## config.mk

```make
export PLATFORM = sky130hd
export DESIGN_NAME = water_valve_controller_flat
export DESIGN_NICKNAME = d
export VERILOG_FILES = /design/src/rtl/water_pkg.sv /design/src/rtl/water_valve_if.sv /design/src/rtl/input_synchronizer.sv /design/src/rtl/water_valve_controller.sv /design/src/flat_wrapper.sv
export SDC_FILE = /design/constraint.sdc
export NUM_CORES = 1
export LEC_CHECK = 0
export ABC_CLOCK_PERIOD_IN_PS = 3200
export BUFFER_PORTS_ARGS = -buffer_cell sky130_fd_sc_hd__buf_2
export CAP_MARGIN = 20
export CORE_AREA = 2 2 95 120
export CTS_CLUSTER_DIAMETER = 60
export DETAILED_ROUTE_END_ITERATION = 10
export DIE_AREA = 0 0 97 122
export PLACE_DENSITY_LB_ADDON = 0.25
export SLEW_MARGIN = 20
export SYNTH_ARGS = -nofsm -noshare
export SYNTH_HDL_FRONTEND = slang
export SYNTH_SLANG_ARGS = --single-unit
```

## constraint.sdc

```tcl
create_clock -name i_clock -period 3.2 [get_ports i_clock]
set_clock_uncertainty 0.2 [all_clocks]
set_input_delay 0.64 -clock i_clock [delete_from_list [all_inputs] [get_ports i_clock]]
set_output_delay 0.64 -clock i_clock [all_outputs]
set_load 0.02 [all_outputs]
```

## src/rtl/water_pkg.sv

```systemverilog
// water_pkg: controller state encoding and default timing constants,
// shared between water_dispenser and water_valve_controller.
package water_pkg;
    typedef enum logic [1:0] {ST_IDLE, ST_DISPENSING, ST_FAULT} state_t;
    localparam int DEF_PULSES_PER_UNIT = 4;
    localparam int DEF_TIMEOUT_CYCLES  = 1000;
endpackage

```

## src/rtl/water_valve_if.sv

```systemverilog
// water_valve_if: amount hand-off and status bundle between water_dispenser
// (master) and water_valve_controller (slave).
interface water_valve_if #(parameter int AMOUNT_WIDTH = 32);
    logic                    start;
    logic [AMOUNT_WIDTH-1:0] amount;
    logic                    busy;
    logic                    done;
    logic                    aborted;
    logic                    fault;
    logic [AMOUNT_WIDTH-1:0] remaining;
    logic [AMOUNT_WIDTH-1:0] dispensed;
    modport master (output start, amount, input busy, done, aborted, fault, remaining, dispensed);
    modport slave  (input start, amount, output busy, done, aborted, fault, remaining, dispensed);
endinterface

```

## src/rtl/input_synchronizer.sv

```systemverilog
// input_synchronizer: two-flop synchronizer for an asynchronous pin, plus a
// third flop for rise/fall edge detection on the synchronized level.
module input_synchronizer #(
    parameter logic RESET_VAL = 1'b0
) (
    input  logic i_clock,
    input  logic i_reset_n,
    input  logic i_pin,
    output logic o_rise,
    output logic o_fall
);
    logic [2:0] r_sync;
    always_ff @(posedge i_clock or negedge i_reset_n) begin
        if (!i_reset_n) r_sync <= {3{RESET_VAL}};
        else            r_sync <= {r_sync[1:0], i_pin};
    end
    assign o_rise = r_sync[1] & ~r_sync[2];
    assign o_fall = ~r_sync[1] & r_sync[2];
endmodule

```

## src/rtl/water_valve_controller.sv

```systemverilog
// water_valve_controller: opens the valve for a latched amount and counts
// flow-meter pulses down to zero, with stop-button abort and stall watchdog.
module water_valve_controller
    import water_pkg::*;
#(
    parameter int AMOUNT_WIDTH    = 32,
    parameter int PULSES_PER_UNIT = DEF_PULSES_PER_UNIT,
    parameter int TIMEOUT_CYCLES  = DEF_TIMEOUT_CYCLES
) (
    input  logic          i_clock,
    input  logic          i_reset_n,
    input  logic          i_flow_pulse,
    input  logic          i_button_stop,
    output logic          o_valve_open,
    water_valve_if.slave  bus
);
    localparam int SW = $clog2(PULSES_PER_UNIT + 1);
    localparam int WW = $clog2(TIMEOUT_CYCLES + 1);
    localparam logic [SW-1:0] SUB_LAST = SW'(PULSES_PER_UNIT - 1);
    localparam logic [WW-1:0] WD_LAST  = WW'(TIMEOUT_CYCLES - 1);
    localparam logic [AMOUNT_WIDTH-1:0] REM_ONE = {{(AMOUNT_WIDTH-1){1'b0}}, 1'b1};

    state_t                  r_state, w_next;
    logic [AMOUNT_WIDTH-1:0] r_remaining, w_remaining, r_dispensed, w_dispensed;
    logic [SW-1:0]           r_sub, w_sub;
    logic [WW-1:0]           r_wdog, w_wdog;
    logic                    r_done, w_done, r_aborted, w_aborted;
    logic                    w_flow, w_stop, w_unit, w_finish, w_expire;

    input_synchronizer #(.RESET_VAL(1'b0)) u_flow_sync (
        .i_clock(i_clock), .i_reset_n(i_reset_n), .i_pin(i_flow_pulse),
        .o_rise(w_flow), .o_fall()
    );
    input_synchronizer #(.RESET_VAL(1'b1)) u_stop_sync (
        .i_clock(i_clock), .i_reset_n(i_reset_n), .i_pin(i_button_stop),
        .o_rise(), .o_fall(w_stop)
    );

    // A flow edge on the expiry cycle rescues the job, so expiry needs no flow.
    assign w_unit   = w_flow && r_sub == SUB_LAST && r_remaining != '0;
    assign w_finish = w_unit && r_remaining == REM_ONE;
    assign w_expire = !w_flow && r_wdog == WD_LAST;

    always_comb begin
        w_next      = r_state;
        w_remaining = r_remaining;
        w_dispensed = r_dispensed;
        w_sub       = r_sub;
        w_wdog      = r_wdog;
        w_done      = 1'b0;
        w_aborted   = 1'b0;
        case (r_state)
            ST_IDLE: begin
                if (bus.start) begin
                    w_done      = bus.amount == '0;
                    w_next      = bus.amount == '0 ? ST_IDLE : ST_DISPENSING;
                    w_remaining = bus.amount;
                    w_dispensed = '0;
                    w_sub       = '0;
                    w_wdog      = '0;
                end
            end
            ST_DISPENSING: begin
                w_sub       = w_flow ? (r_sub == SUB_LAST ? '0 : r_sub + 1'b1) : r_sub;
                w_wdog      = w_flow ? '0 : r_wdog + 1'b1;
                w_remaining = w_unit ? r_remaining - 1'b1 : r_remaining;
                w_dispensed = w_unit ? r_dispensed + 1'b1 : r_dispensed;
                w_next      = (w_finish || w_stop) ? ST_IDLE : w_expire ? ST_FAULT : ST_DISPENSING;
                w_done      = w_finish;
                w_aborted   = !w_finish && w_stop;
            end
            ST_FAULT: begin
                w_next      = w_stop ? ST_IDLE : ST_FAULT;
                w_remaining = w_stop ? '0 : r_remaining;
            end
            default: w_next = ST_IDLE;
        endcase
    end

    always_ff @(posedge i_clock or negedge i_reset_n) begin
        if (!i_reset_n) begin
            r_state     <= ST_IDLE;
            r_remaining <= '0;
            r_dispensed <= '0;
            r_sub       <= '0;
            r_wdog      <= '0;
            r_done      <= 1'b0;
            r_aborted   <= 1'b0;
        end else begin
            r_state     <= w_next;
            r_remaining <= w_remaining;
            r_dispensed <= w_dispensed;
            r_sub       <= w_sub;
            r_wdog      <= w_wdog;
            r_done      <= w_done;
            r_aborted   <= w_aborted;
        end
    end

    // Outputs decode the state register directly so async reset closes the valve at once.
    assign o_valve_open  = r_state == ST_DISPENSING;
    assign bus.busy      = r_state == ST_DISPENSING;
    assign bus.fault     = r_state == ST_FAULT;
    assign bus.done      = r_done;
    assign bus.aborted   = r_aborted;
    assign bus.remaining = r_remaining;
    assign bus.dispensed = r_dispensed;
endmodule

```

## src/flat_wrapper.sv

```systemverilog
// flat-port wrapper written by rule: the top's interface ports become plain ports
module water_valve_controller_flat import water_pkg::*;
#(
    parameter int AMOUNT_WIDTH    = 32,
    parameter int PULSES_PER_UNIT = DEF_PULSES_PER_UNIT,
    parameter int TIMEOUT_CYCLES  = DEF_TIMEOUT_CYCLES
)
  (i_clock, i_reset_n, i_flow_pulse, i_button_stop, o_valve_open, bus_start, bus_amount, bus_busy, bus_done, bus_aborted, bus_fault, bus_remaining, bus_dispensed);
  water_valve_if #(.AMOUNT_WIDTH(AMOUNT_WIDTH)) bus_i ();
  input  logic i_clock;
  input  logic i_reset_n;
  input  logic i_flow_pulse;
  input  logic i_button_stop;
  output logic o_valve_open;
  input wire logic [$bits(bus_i.start)-1:0] bus_start;
  input wire logic [$bits(bus_i.amount)-1:0] bus_amount;
  output wire logic [$bits(bus_i.busy)-1:0] bus_busy;
  output wire logic [$bits(bus_i.done)-1:0] bus_done;
  output wire logic [$bits(bus_i.aborted)-1:0] bus_aborted;
  output wire logic [$bits(bus_i.fault)-1:0] bus_fault;
  output wire logic [$bits(bus_i.remaining)-1:0] bus_remaining;
  output wire logic [$bits(bus_i.dispensed)-1:0] bus_dispensed;
  assign bus_i.start = bus_start;
  assign bus_i.amount = bus_amount;
  assign bus_busy = bus_i.busy;
  assign bus_done = bus_i.done;
  assign bus_aborted = bus_i.aborted;
  assign bus_fault = bus_i.fault;
  assign bus_remaining = bus_i.remaining;
  assign bus_dispensed = bus_i.dispensed;
  water_valve_controller #(.AMOUNT_WIDTH(AMOUNT_WIDTH), .PULSES_PER_UNIT(PULSES_PER_UNIT), .TIMEOUT_CYCLES(TIMEOUT_CYCLES)) u_core (.i_clock(i_clock), .i_reset_n(i_reset_n), .i_flow_pulse(i_flow_pulse), .i_button_stop(i_button_stop), .o_valve_open(o_valve_open), .bus(bus_i));
endmodule
```

Word level (Yosys, flattened, before mapping)
Index checks and enable logic that the tools add are counted.
{"block": "word_totals", "ff_bits": 87}
{"block": "op_classes", "add_sub_neg": 4, "n_eq_ne": 9, "mux": 23, "bitwise": 4, "n_reduce_logical": 17}
{"op": "$mux 32", "count": 5}
{"op": "$pmux 32 s3", "count": 1}
{"op": "$pmux 32 s2", "count": 1}
{"op": "$add 32x1->32 const B", "count": 1}
{"op": "$eq 32x1->1 const B", "count": 1}
{"op": "$logic_not 32->1", "count": 1}
{"op": "$reduce_bool 32->1", "count": 1}
{"op": "$sub 32x1->32 const B", "count": 1}
{"op": "$mux 10", "count": 2}
{"op": "$pmux 10 s2", "count": 1}
{"op": "$add 10x1->10 const B", "count": 1}
{"op": "$eq 10x10->1 const B", "count": 1}
{"op": "$mux 3", "count": 3}
{"op": "$mux 2", "count": 4}
{"op": "$ne 2x1->1 const B", "count": 3}
{"op": "$pmux 2 s3", "count": 1}
{"op": "$pmux 3 s2", "count": 1}
{"op": "$reduce_and 3->1", "count": 2}
{"op": "$logic_and 1x1->1", "count": 5}
{"op": "$reduce_and 4->1", "count": 1}
{"op": "$add 3x1->3 const B", "count": 1}
{"op": "$eq 3x2->1 const B", "count": 1}
{"op": "$mux 1", "count": 3}
{"op": "$reduce_bool 3->1", "count": 1}
{"op": "other kinds (11)", "count": 14}

Depth between registers and ports, before layout
Gate-level depths: netlist (run 1).
{"block": "depth", "depth_word": 8, "depth_mapped": 9}

Hierarchy
Synthesis (run 1) repeated with hierarchy kept, for this count alone.
{"block": "hier_totals", "cells_unflattened": 595, "area_unflattened_um2": 5282.6}
{"mod": "water_valve_controller", "n_inst": 1, "cells_per_inst": 585, "area_per_inst_um2": 5098.6, "seq_area_each_um2": 2026.9}
{"mod": "input_synchronizer at u_core.u_stop_sync", "n_inst": 1, "cells_per_inst": 5, "area_per_inst_um2": 93.8, "seq_area_each_um2": 78.8}
{"mod": "input_synchronizer at u_core.u_flow_sync", "n_inst": 1, "cells_per_inst": 5, "area_per_inst_um2": 90.1, "seq_area_each_um2": 75.1}

Worst setup path after synthesis (run 1)
No wires, ideal clock.
{"block": "synth_path", "path_kind": "register -> register", "start": "register u_core.r_remaining[16], in the netlist u_core.bus.remaining[16]", "end": "register u_core.r_dispensed[14], in the netlist u_core.bus.dispensed[14]", "setup_time_ps": 96, "arrival_time_ps": 2420, "required_time_ps": 2904, "slack_ps": 484, "path_stages_with_launch": 9, "synth_period_minus_slack_ps": 2716, "cell_sequence": "dfrtp_1 or4_1 buf_2 or4_4 o21ai_4 buf_6 buf_8 nor3_2 o32ai_2"}
{"block": "synth_via", "elab_chain_len": 4}
{"item": "from (decl)", "line_no": "water_valve_controller.sv:24", "text": "logic [AMOUNT_WIDTH-1:0] r_remaining, w_remaining, r_dispensed, w_dispensed;"}
{"item": "from (signal assigned)", "line_no": "water_valve_controller.sv:91", "text": "r_remaining <= w_remaining;"}
{"item": "$reduce_bool 32->1", "line_no": "water_valve_controller.sv:40", "text": "assign w_unit = w_flow && r_sub == SUB_LAST && r_remaining != '0;"}
{"item": "$logic_and 1x1->1", "line_no": "water_valve_controller.sv:40"}
{"item": "$ne 2x1->1 (no line)"}
{"item": "$reduce_and 3->1 (no line)"}
{"item": "to (signal assigned)", "line_no": "water_valve_controller.sv:92", "text": "r_dispensed <= w_dispensed;"}
{"item": "to (decl)", "line_no": "water_valve_controller.sv:24"}
Every way passes these cells.
A chain may end at the register's enable or synchronous reset.

Worst setup path after layout (run 1)
{"block": "layout_path", "start": "register u_core.r_remaining[0], in the netlist u_core.bus.remaining[0]", "end": "register u_core.r_remaining[21], in the netlist u_core.bus.remaining[21]"}
{"block": "layout_via", "elab_chain_len": 4}
{"item": "parallel branches: the longest is 4 deep, another holds $sub 32x1->32"}
Parallel ways; which one is timed is not known. The select of a mux whose other input is x is not followed.

==> results by group, run 1 <==
Run status
  • Status: finished clean

Placed design
  • GPL Wtd Cong: 0.920
  • Cells after DPL: 820
  • Placed instance area: 0.00604 mm2
  • Dpl hpwl: 11500 um
  • Worst slack at placement: 0.212 ns
  • Port Buffers: 105

Route
  • Routed WL per cell: 19.4 um
  • Total Routed Length: 16200 um
  • Via count: 5458
  • Pre-Repair DR Iteration Count: 6
  • DR iter-0 viols: 387
  • Residual DRC: 0
  • Routed Antenna Nets: 0
  • Vias/cell: 6.53

Floorplanning
  • CORE AREA: 0.0108 mm2
  • Die ar.: 0.0118 mm2
  • Placement row count: 43
  • Die width: 97 um
  • Die H: 122 um
  • Ports: 106
  • Starting Density: 48.9%

Yosys
  • Synth Area in Simple Gates: 23.7%
  • Synthesized Nets: 637
  • Share of synthesized registers carrying an async set or reset: 100%
  • Adder-cell share of the synthesized area: 2.13%
  • Area leader, netlist: dfrtp_1
  • Seq/Total Area, Yosys: 41.3%
  • Number of synthesis warnings: 0
  • Top cell type's share of synthesized area: 39.8%
  • Ranking of synthesized cells by area: dfrtp_1 (40%), o31ai_1 (5.4%), a21oi_1 (4.1%)
  • Number of distinct library cells after synthesis: 61
  • Multiplexer area fraction after synthesis: 2.89%
  • Xor/xnor share of the synthesized area: 0.663%
  • Largest family of logic cells by synthesized area: compound AO/OA/AOI/OAI gates
  • FF+latch count, synth: 87
  • EDFF count, synth: 0
  • Post-Syn Area: 0.00529 mm2
  • Synth Area per Inst: 8.94 um2
  • Top_reg_cell synth: dfrtp_1
  • Synth Area in Compound Gates: 24.4%
  • Post-synthesis cell count: 591

Power and ir drop
  • Static Leak: 2.77 nW
  • Worst vdd ir: 726 uV
  • Design Power: 5.35 mW
  • Power per cell area: 845 mW/mm2

Clock network
  • CTS Sinks: 87
  • Worst-path clk slew: 0.07 ns
  • Clk buf depth: 2
  • Number of buffers created by CTS: 9
  • H-tree Lvls: 3
  • CTS tree: built
  • Clock root cell: clkbuf_16
  • Skew-Pair Late Insertion Delay: 0.35 ns

Global routing
  • Largest net degree at the start of global routing: 48
  • Initial antenna violation count: 0
  • All-Layer GR Usage: 27.3%
  • Vias in the first global route: 5189
  • First-pass GRT wire length: 26100 um
  • Total gr overflow: 0

Setup path
  • CP Capture Type: flip-flop
  • CP Max Fanout: 30
  • Origin of the critical flop-to-flop path: u_core.bus.remaining[0]$_DFFE_PN0P_
  • Worst path required time: 3.26 ns
  • Worst reg2reg endpoint: u_core.bus.remaining[21]$_DFFE_PN0P_
  • Critical path class: reg -> reg
  • WP data arrival: 2.94 ns
  • CP Launch Type: flip-flop
  • Worst-case reg-to-reg path depth: 8
  • Worst reg2reg setup slack: 0.32 ns

STA
  • Final-report setup violation count: 0
  • Crit path time final: 2.88 ns
  • Slew margin rel.: 46.3%
  • Fin worst setup slack: 0.321 ns
  • Post-Route Setup TNS: 0 ns
  • Worst-Margin Slew: 0.799 ns
  • Unrepaired setup endpoints after global routing: false
  • Max Freq: 347 MHz
  • Final hold viol count: 0
  • Hold_ws: 0.113 ns
  • Slew Limit Fails: 0
  • Period utilization: 90.0%

Cells and area
  • Area grow syn2layout: 19.7%
  • # diodes: 0
  • Fillers: 969
  • Util after Layout: 58.5%
  • Non-Filler Instances: 836
  • Proportion of layout cells with a drive suffix above 1: 24.3%
  • Design area: 0.00633 mm2
  • Nets@finish: 742

Hold path
  • Min-delay worst type: in -> async

Job
  • Maxcap violations: 0
[synth_stat cells, types with 7 or more instances]
cell type / number
a21oi_1: 43
a22oi_1: 10
a31oi_1: 9
a32oi_1: 15
and3_1: 12
and4_1: 7
buf_2: 7
clkbuf_1: 25
dfrtp_1: 84
ha_1: 9
inv_1: 24
mux2i_1: 13
nand2_1: 40
nand2b_1: 13
nand3_1: 23
nand4_1: 17
nor2_1: 33
nor3_1: 15
nor4_1: 19
o21ai_0: 43
o31ai_1: 38
or4_1: 16
[placed cells by master (no fill, tap or decap), types with 19 or more instances in the layout]
cell type and n:
nand3_1 23, inv_1 24, nor2_1 33, a21oi_1 43, nand2_1 40, o31ai_1 38, dfrtp_1 84, buf_4 26
buf_2 104, nor4_1 19, o21ai_0 43
[registers in the layout, summed over array words and instances, names as in the netlist]
name	count
u_core.bus.aborted	1
u_core.bus.dispensed	32
u_core.bus.done	1
u_core.bus.remaining	32
u_core.r_state	2
u_core.r_sub	3
u_core.r_wdog	10
u_core.u_flow_sync.r_sync	3
u_core.u_stop_sync.r_sync	3
[worst max-delay path, cell delays in order, from the launching register on]
cell and delay [ns]:
dfrtp_1 0.44, inv_1 0.14, ha_1 0.25, or3b_2 0.54, nor4_4 0.35, and3_1 0.27, buf_4 0.35, o31ai_1 0.14
o21ai_0 0.11
[how the worst max path moves through the flow]
stage / start / endpoint / slack, ns / cells past startpoint
floorplan: u_core.bus.remaining[16]$_DFFE_PN0P_ / u_core.bus.dispensed[14]$_DFFE_PN0P_ / 0.48 / 8
global placement: u_core.bus.remaining[0]$_DFFE_PN0P_ / u_core.bus.remaining[20]$_DFFE_PN0P_ / 0.29 / 8
detailed placement: u_core.bus.remaining[0]$_DFFE_PN0P_ / u_core.bus.remaining[0]$_DFFE_PN0P_ / 0.21 / 8
CTS: u_core.bus.remaining[0]$_DFFE_PN0P_ / u_core.bus.remaining[1]$_DFFE_PN0P_ / 0.18 / 8
global route: u_core.bus.remaining[9]$_DFFE_PN0P_ / u_core.bus.dispensed[15]$_DFFE_PN0P_ / 0.07 / 5
finish: u_core.bus.remaining[0]$_DFFE_PN0P_ / u_core.bus.remaining[21]$_DFFE_PN0P_ / 0.32 / 8
[what timing repair did]
action	in CTS	in global routing
hold buffers	0	0
setup buffers	0	0
resized for setup	0	1
setup endpoints to repair	0	19
[cell type report]
cell class,instances,area [um2],share of cell area [%]
repair buffers,132,756,11.9
clock inverters,7,56.3,0.890
clock buffers,9,225,3.56
inverters,24,90.1,1.42
multi-input cells,442,2850,45.0
flip-flops and latches,87,2180,34.5
well taps,135,169,2.67
[power breakdown]
group          switching [mW]  internal [mW]  leakage (nW)
Clock                   0.484          0.533         0.125
Sequential              0.279           1.33          1.16
Combinational            1.83          0.885          1.49
Total                    2.60           2.75          2.77
[per-layer routing]
| layer | up-vias | routed length, um | global-route usage [%] |
|---|---|---|---|
| met1 | 2626 | 6430 | 34.1 |
| met4 | 0 | 422 | 12.9 |
| li1 | 2507 | - | - |
| met3 | 36 | 1290 | 4.07 |
| met5 | - | 0 | 0 |
| met2 | 289 | 8060 | 46.6 |
[cell families after synthesis]
family	Yosys count
AND/OR/NAND/NOR	220
AO/OA/AOI/OAI	194
flip-flops	87
buffers and inverters	62
multiplexers	15
adder cells (fa/ha/maj)	9
XOR/XNOR	4
No activity file was read; power rests on OpenSTA's default activity.
==> inputs of run 2 (changes only) <==
REMOVE_ABC_BUFFERS = 1   (was not set)
SYNTH_HIERARCHICAL = 1   (was not set)
==> run 2 against run 1 <==
Effect of this change: fmax increased by 2.7%; non-clock buffer count shrank 8; wire length fell by 5.5%; hold slack better by 0.019 ns; cell area is 1.2% lower; clock power up 6%; sequential power is 9.9% higher; count of clock-buffer cells in the layout up 1.
==> results by group, run 2 <==
Run status
  • Status: finished clean

Clock network
  • Post-CTS sizing: 0
  • H-tree Lvls: 3
  • Worst-path clk slew: 0.06 ns
  • Clock root cell: clkbuf_16
  • CTS tree: built
  • CTS Sinks: 87
  • Cts hold-fix bufs: 0
  • Clk buf depth: 2
  • Post-CTS setup repair buffer count: 0
  • Skew-Pair Late Insertion Delay: 0.35 ns
  • Number of buffers created by CTS: 9

STA
  • Period utilization: 87.6%
  • Fin worst setup slack: 0.397 ns
  • Crit path time final: 2.80 ns
  • Unrepaired setup endpoints after global routing: false
  • Final hold viol count: 0
  • Slew margin rel.: 39.9%
  • Max Freq: 357 MHz
  • Worst-Margin Slew: 0.901 ns
  • Slew Limit Fails: 0
  • Final-report setup violation count: 0
  • Post-Route Setup TNS: 0 ns
  • Hold_ws: 0.132 ns

Cells and area
  • Proportion of layout cells with a drive suffix above 1: 23.7%
  • FF+latch area: 0.00218 mm2
  • Commonest non-fill, non-tap cells in the layout: buf_2 (104), dfrtp_1 (84), o21ai_0 (61)
  • Multi-input gate area: 0.00283 mm2
  • Nets@finish: 739
  • # diodes: 0
  • Fillers: 984
  • Most common cell after layout, fill and taps aside: buf_2
  • Design area: 0.00625 mm2
  • Area grow syn2layout: 18.7%

Route
  • Pre-Repair DR Iteration Count: 5
  • Met3 WL: 1290 um
  • Met1 wire length: 6160 um
  • Routed Antenna Nets: 0
  • Top Layer Used: met4
  • Vias/cell: 6.44
  • Total Routed Length: 15300 um
  • DR iter-0 viols: 443
  • Routed WL per cell: 18.4 um
  • Residual DRC: 0
  • Metal2 WL: 7450 um
  • Via count: 5360

Floorplanning
  • Die width: 97 um
  • Placement row count: 43
  • Ports: 106
  • Die ar.: 0.0118 mm2
  • Die H: 122 um
  • CORE AREA: 0.0108 mm2
  • Starting Density: 48.7%

Setup path
  • Max stage delay on crit path: 0.72 ns
  • Critical path class: reg -> reg
  • Delay-heaviest family, CP: compound AO/OA/AOI/OAI gates
  • CP Capture Type: flip-flop
  • CP Launch Type: flip-flop
  • CP Cell Sequence: inv_1, ha_1, mux2i_1, buf_4, a21o_1, a21oi_1, nand4_1, a21oi_2
  • Buffers & Inverters on Critical Path: 2
  • Slowest stage cell, crit path: a21oi_1
  • CP Max Fanout: 11
  • Worst path required time: 3.27 ns
  • WP data arrival: 2.87 ns

Yosys
  • Post-synthesis cell count: 593
  • Number of synthesis warnings: 6
  • Synth Area per Inst: 8.88 um2
  • Post-Syn Area: 0.00527 mm2

Placed design
  • GPL Wtd Cong: 0.890
  • Worst slack at placement: 0.437 ns
  • Placed instance area: 0.00594 mm2
  • Port Buffers: 105
  • Dpl hpwl: 10800 um

Power and ir drop
  • Static Leak: 2.70 nW
  • Worst vdd ir: 394 uV
  • Design Power: 5.53 mW
  • Power per cell area: 885 mW/mm2

Global routing
  • Vias in the first global route: 5038
  • Initial antenna violation count: 0
  • First-pass GRT wire length: 25300 um
  • Total gr overflow: 0
  • Largest net degree at the start of global routing: 88
  • All-Layer GR Usage: 25.9%

Job
  • Maxcap violations: 0

Hold path
  • Min-delay worst type: in -> async
==> run 2: cell count changes in the layout (fill, tap and decap cells not counted), sizes merged, moves of 6 or more <==
| cell | delta |
|---|---|
| nand2b | -7 |
| buf | -8 |
| o211ai | +6 |
| nor2 | +6 |
| o21ai | +16 |
| a21oi | +6 |
| a32oi | -6 |
| o31ai | -28 |
| nand4b | +10 |
| mux2i | -9 |
| or3 | +8 |
==> run 2: path summary, 6_finish.rpt <==
kind                                                         from                                      to  slack (ns)  cells after the start
max                                 u_core/r_state[1]$_DFFE_PN0P_    u_core/bus.dispensed[27]$_DFFE_PN0P_        0.40                      8
min                                                     i_reset_n    u_core/bus.remaining[17]$_DFFE_PN0P_        0.13                      2
max reg2reg                         u_core/r_state[1]$_DFFE_PN0P_    u_core/bus.dispensed[27]$_DFFE_PN0P_        0.40                      8
min reg2reg                u_core/u_flow_sync/r_sync[0]$_DFF_PN0_  u_core/u_flow_sync/r_sync[1]$_DFF_PN0_        0.15                      0
max in group asynchronous                               i_reset_n  u_core/u_stop_sync/r_sync[2]$_DFF_PN1_        2.29                      2
min in group i_clock       u_core/u_flow_sync/r_sync[0]$_DFF_PN0_  u_core/u_flow_sync/r_sync[1]$_DFF_PN0_        0.15                      0
==> run 2: layer usage <==
metal | GRT usage [%] | vias up
li1 | - | 2474
met1 | 34.0 | 2551
met2 | 42.7 | 300
met3 | 5.34 | 35
met4 | 9.60 | 0
met5 | 0 | -
==> run 2: cell type report <==
class | instances | share of cell area (%)
Multi-Input combinational cell | 449 | 45.3
Sequential cell | 87 | 34.9
Timing Repair Buffer | 124 | 10.9
Clock buffer | 10 | 3.82
Tap cell | 135 | 2.70
Inverter | 21 | 1.26
Clock inverter | 6 | 1.08
==> run 2: where the power goes <==
part           internal [mW]  total, mW  leakage (nW)  switching [mW]
logic                  0.882       2.67          1.43            1.79
clock network          0.631       1.08         0.145           0.454
registers               1.37       1.77          1.13           0.400
==> run 2: per-stage QoR <==
stage	cells	util, %
after global placement	816	55.0
after detailed placement	816	55.0
final	832	57.8
after global routing	832	57.8
after floorplan	557	-
after CTS	832	57.8
==> inputs of run 3 (changes only) <==
CORE_AREA = 2 2 90 114   (was 2 2 95 120)
DIE_AREA = 0 0 92 116   (was 0 0 97 122)
==> run 3 against run 2 <==
Effect of this change: wire length down 2.1%; combinational power about the same; hold slack lost 0.098 ns; highest routed layer unchanged; sequential power about the same; first-iteration DRC count down 12%; utilization rose by 8.1 points.
==> results by group, run 3 (synthesized netlist as in run 2, its figures left out) <==
Floorplanning
  • Die H: 116 um
  • Placement row count: 40
  • Ports: 106
  • Die width: 92 um
  • Starting Density: 55.4%
  • CORE AREA: 0.00951 mm2
  • Die ar.: 0.0107 mm2

Power and ir drop
  • Design Power: 5.61 mW
  • Power per cell area: 895 mW/mm2
  • Cell Int Power: 2.99 mW
  • Register share of total power: 31.6%
  • Combinational fraction of design power: 47.8%
  • Switching Share: 46.6%
  • Psw: 2.62 mW
  • Clock Power Share: 20.6%
  • Static Leak: 2.72 nW
  • Worst vdd ir: 464 uV

STA
  • Hold_ws: 0.0344 ns
  • Slew Limit Fails: 0
  • Final-report setup violation count: 0
  • Slew margin rel.: 44.3%
  • Post-Route Setup TNS: 0 ns
  • Worst-Margin Slew: 0.835 ns
  • Crit path time final: 2.85 ns
  • Final hold viol count: 0
  • Max Freq: 351 MHz
  • Unrepaired setup endpoints after global routing: false
  • Period utilization: 89.0%
  • Fin worst setup slack: 0.351 ns

Clock network
  • Post-CTS setup repair buffer count: 0
  • Post-CTS sizing: 0
  • Skew-Pair Late Insertion Delay: 0.34 ns
  • H-tree Lvls: 3
  • CTS tree: built
  • Number of buffers created by CTS: 9
  • Clock root cell: clkbuf_16
  • CTS Sinks: 87
  • Worst-path clk slew: 0.06 ns
  • Clk buf depth: 2
  • Cts hold-fix bufs: 0

Global routing
  • Busiest grt layer: met2
  • Vias in the first global route: 4951
  • Initial antenna violation count: 0
  • Met1 Use GR: 35.4%
  • First-pass GRT wire length: 24000 um
  • Largest net degree at the start of global routing: 57
  • Met3 Use GR: 4.42%
  • All-Layer GR Usage: 27.8%
  • Total gr overflow: 0
  • M2 GR Usage: 47.7%

Setup path
  • CP Cell Sequence: inv_1, ha_1, or4b_4, nor2_1, nand4_1, or4_1, a221oi_1
  • Slowest stage cell, crit path: or4b_4
  • Worst reg2reg endpoint: u_core/bus.remaining[28]$_DFFE_PN0P_
  • Stages on the worst setup path: 7
  • Critical path class: reg -> reg
  • Max stage delay on crit path: 0.53 ns
  • WP data arrival: 2.88 ns
  • Worst reg2reg setup slack: 0.35 ns
  • Worst path required time: 3.23 ns
  • CP Capture Type: flip-flop
  • Origin of the critical flop-to-flop path: u_core/bus.remaining[0]$_DFFE_PN0P_
  • Delay-heaviest family, CP: simple AND/OR/NAND/NOR gates
  • CP Launch Type: flip-flop
  • Worst-case reg-to-reg path depth: 7
  • Buffers & Inverters on Critical Path: 1
  • CP Max Fanout: 5

Route
  • Via count: 5384
  • Total Routed Length: 15000 um
  • Pre-Repair DR Iteration Count: 6
  • Routed WL per cell: 18.2 um
  • Vias/cell: 6.55
  • Routed Antenna Nets: 0
  • Residual DRC: 0
  • DR iter-0 viols: 392

Cells and area
  • Fillers: 797
  • Most common cell after layout, fill and taps aside: buf_2
  • Nets@finish: 738
  • Non-Filler Instances: 822
  • Commonest non-fill, non-tap cells in the layout: buf_2 (104), dfrtp_1 (84), o21ai_0 (61)
  • # diodes: 0
  • Multi-input gate area: 0.00283 mm2
  • Design area: 0.00626 mm2
  • Util after Layout: 65.9%
  • Area grow syn2layout: 18.9%
  • FF+latch area: 0.00218 mm2
  • Proportion of layout cells with a drive suffix above 1: 23.3%

Placed design
  • Worst slack at placement: 0.455 ns
  • GPL Wtd Cong: 0.931
  • Cells after DPL: 806
  • Dpl hpwl: 10600 um
  • Placed instance area: 0.00594 mm2
  • Port Buffers: 105

Run status
  • Status: finished clean

Hold path
  • Min-delay worst type: in -> async

Job
  • Maxcap violations: 0
## run 3: changes by cell type in the layout (fill, tap and decap cells not counted), sizes merged
cell and change:
buf -1, clkinvlp -2, clkbuf +3, bufinv +1, inv -2
## run 3: final cells by class
class,instances,area share (%)
Multi-Input combinational cell,449,45.2
Sequential cell,87,34.8
Timing Repair Buffer,123,11.0
Clock buffer,13,4.16
Tap cell,126,2.52
Inverter,21,1.26
Clock inverter,3,1.04
## run 3: power groups by stage
stage	registers, mW	clock network [mW]	logic, mW
2_1_floorplan	1.96	0	1.47
3_3_place_gp	1.75	0	2.55
3_5_place_dp	1.78	0	2.62
4_1_cts	1.77	1.17	2.63
5_1_grt	1.83	1.22	2.89
6_report	1.77	1.16	2.68
## run 3: worst max-delay path by stage
stage	startpoint	endpoint	slack [ns]
floorplan	u_core/r_state[1]$_DFFE_PN0P_	u_core/bus.remaining[28]$_DFFE_PN0P_	-0.47
global placement	u_core/r_state[0]$_DFFE_PN0P_	u_core/bus.remaining[28]$_DFFE_PN0P_	0.47
detailed placement	u_core/bus.remaining[0]$_DFFE_PN0P_	u_core/bus.remaining[28]$_DFFE_PN0P_	0.45
CTS	u_core/bus.remaining[0]$_DFFE_PN0P_	u_core/bus.remaining[28]$_DFFE_PN0P_	0.43
global route	u_core/bus.remaining[0]$_DFFE_PN0P_	u_core/bus.remaining[28]$_DFFE_PN0P_	0.20
finish	u_core/bus.remaining[0]$_DFFE_PN0P_	u_core/bus.remaining[28]$_DFFE_PN0P_	0.35
## run 3: routing by layer
| layer | wire, um | share of wire [%] |
|---|---|---|
| met5 | 0 | 0 |
| met2 | 7380 | 49 |
| met4 | 412 | 2.8 |
| met3 | 1180 | 7.9 |
| met1 | 6010 | 40 |
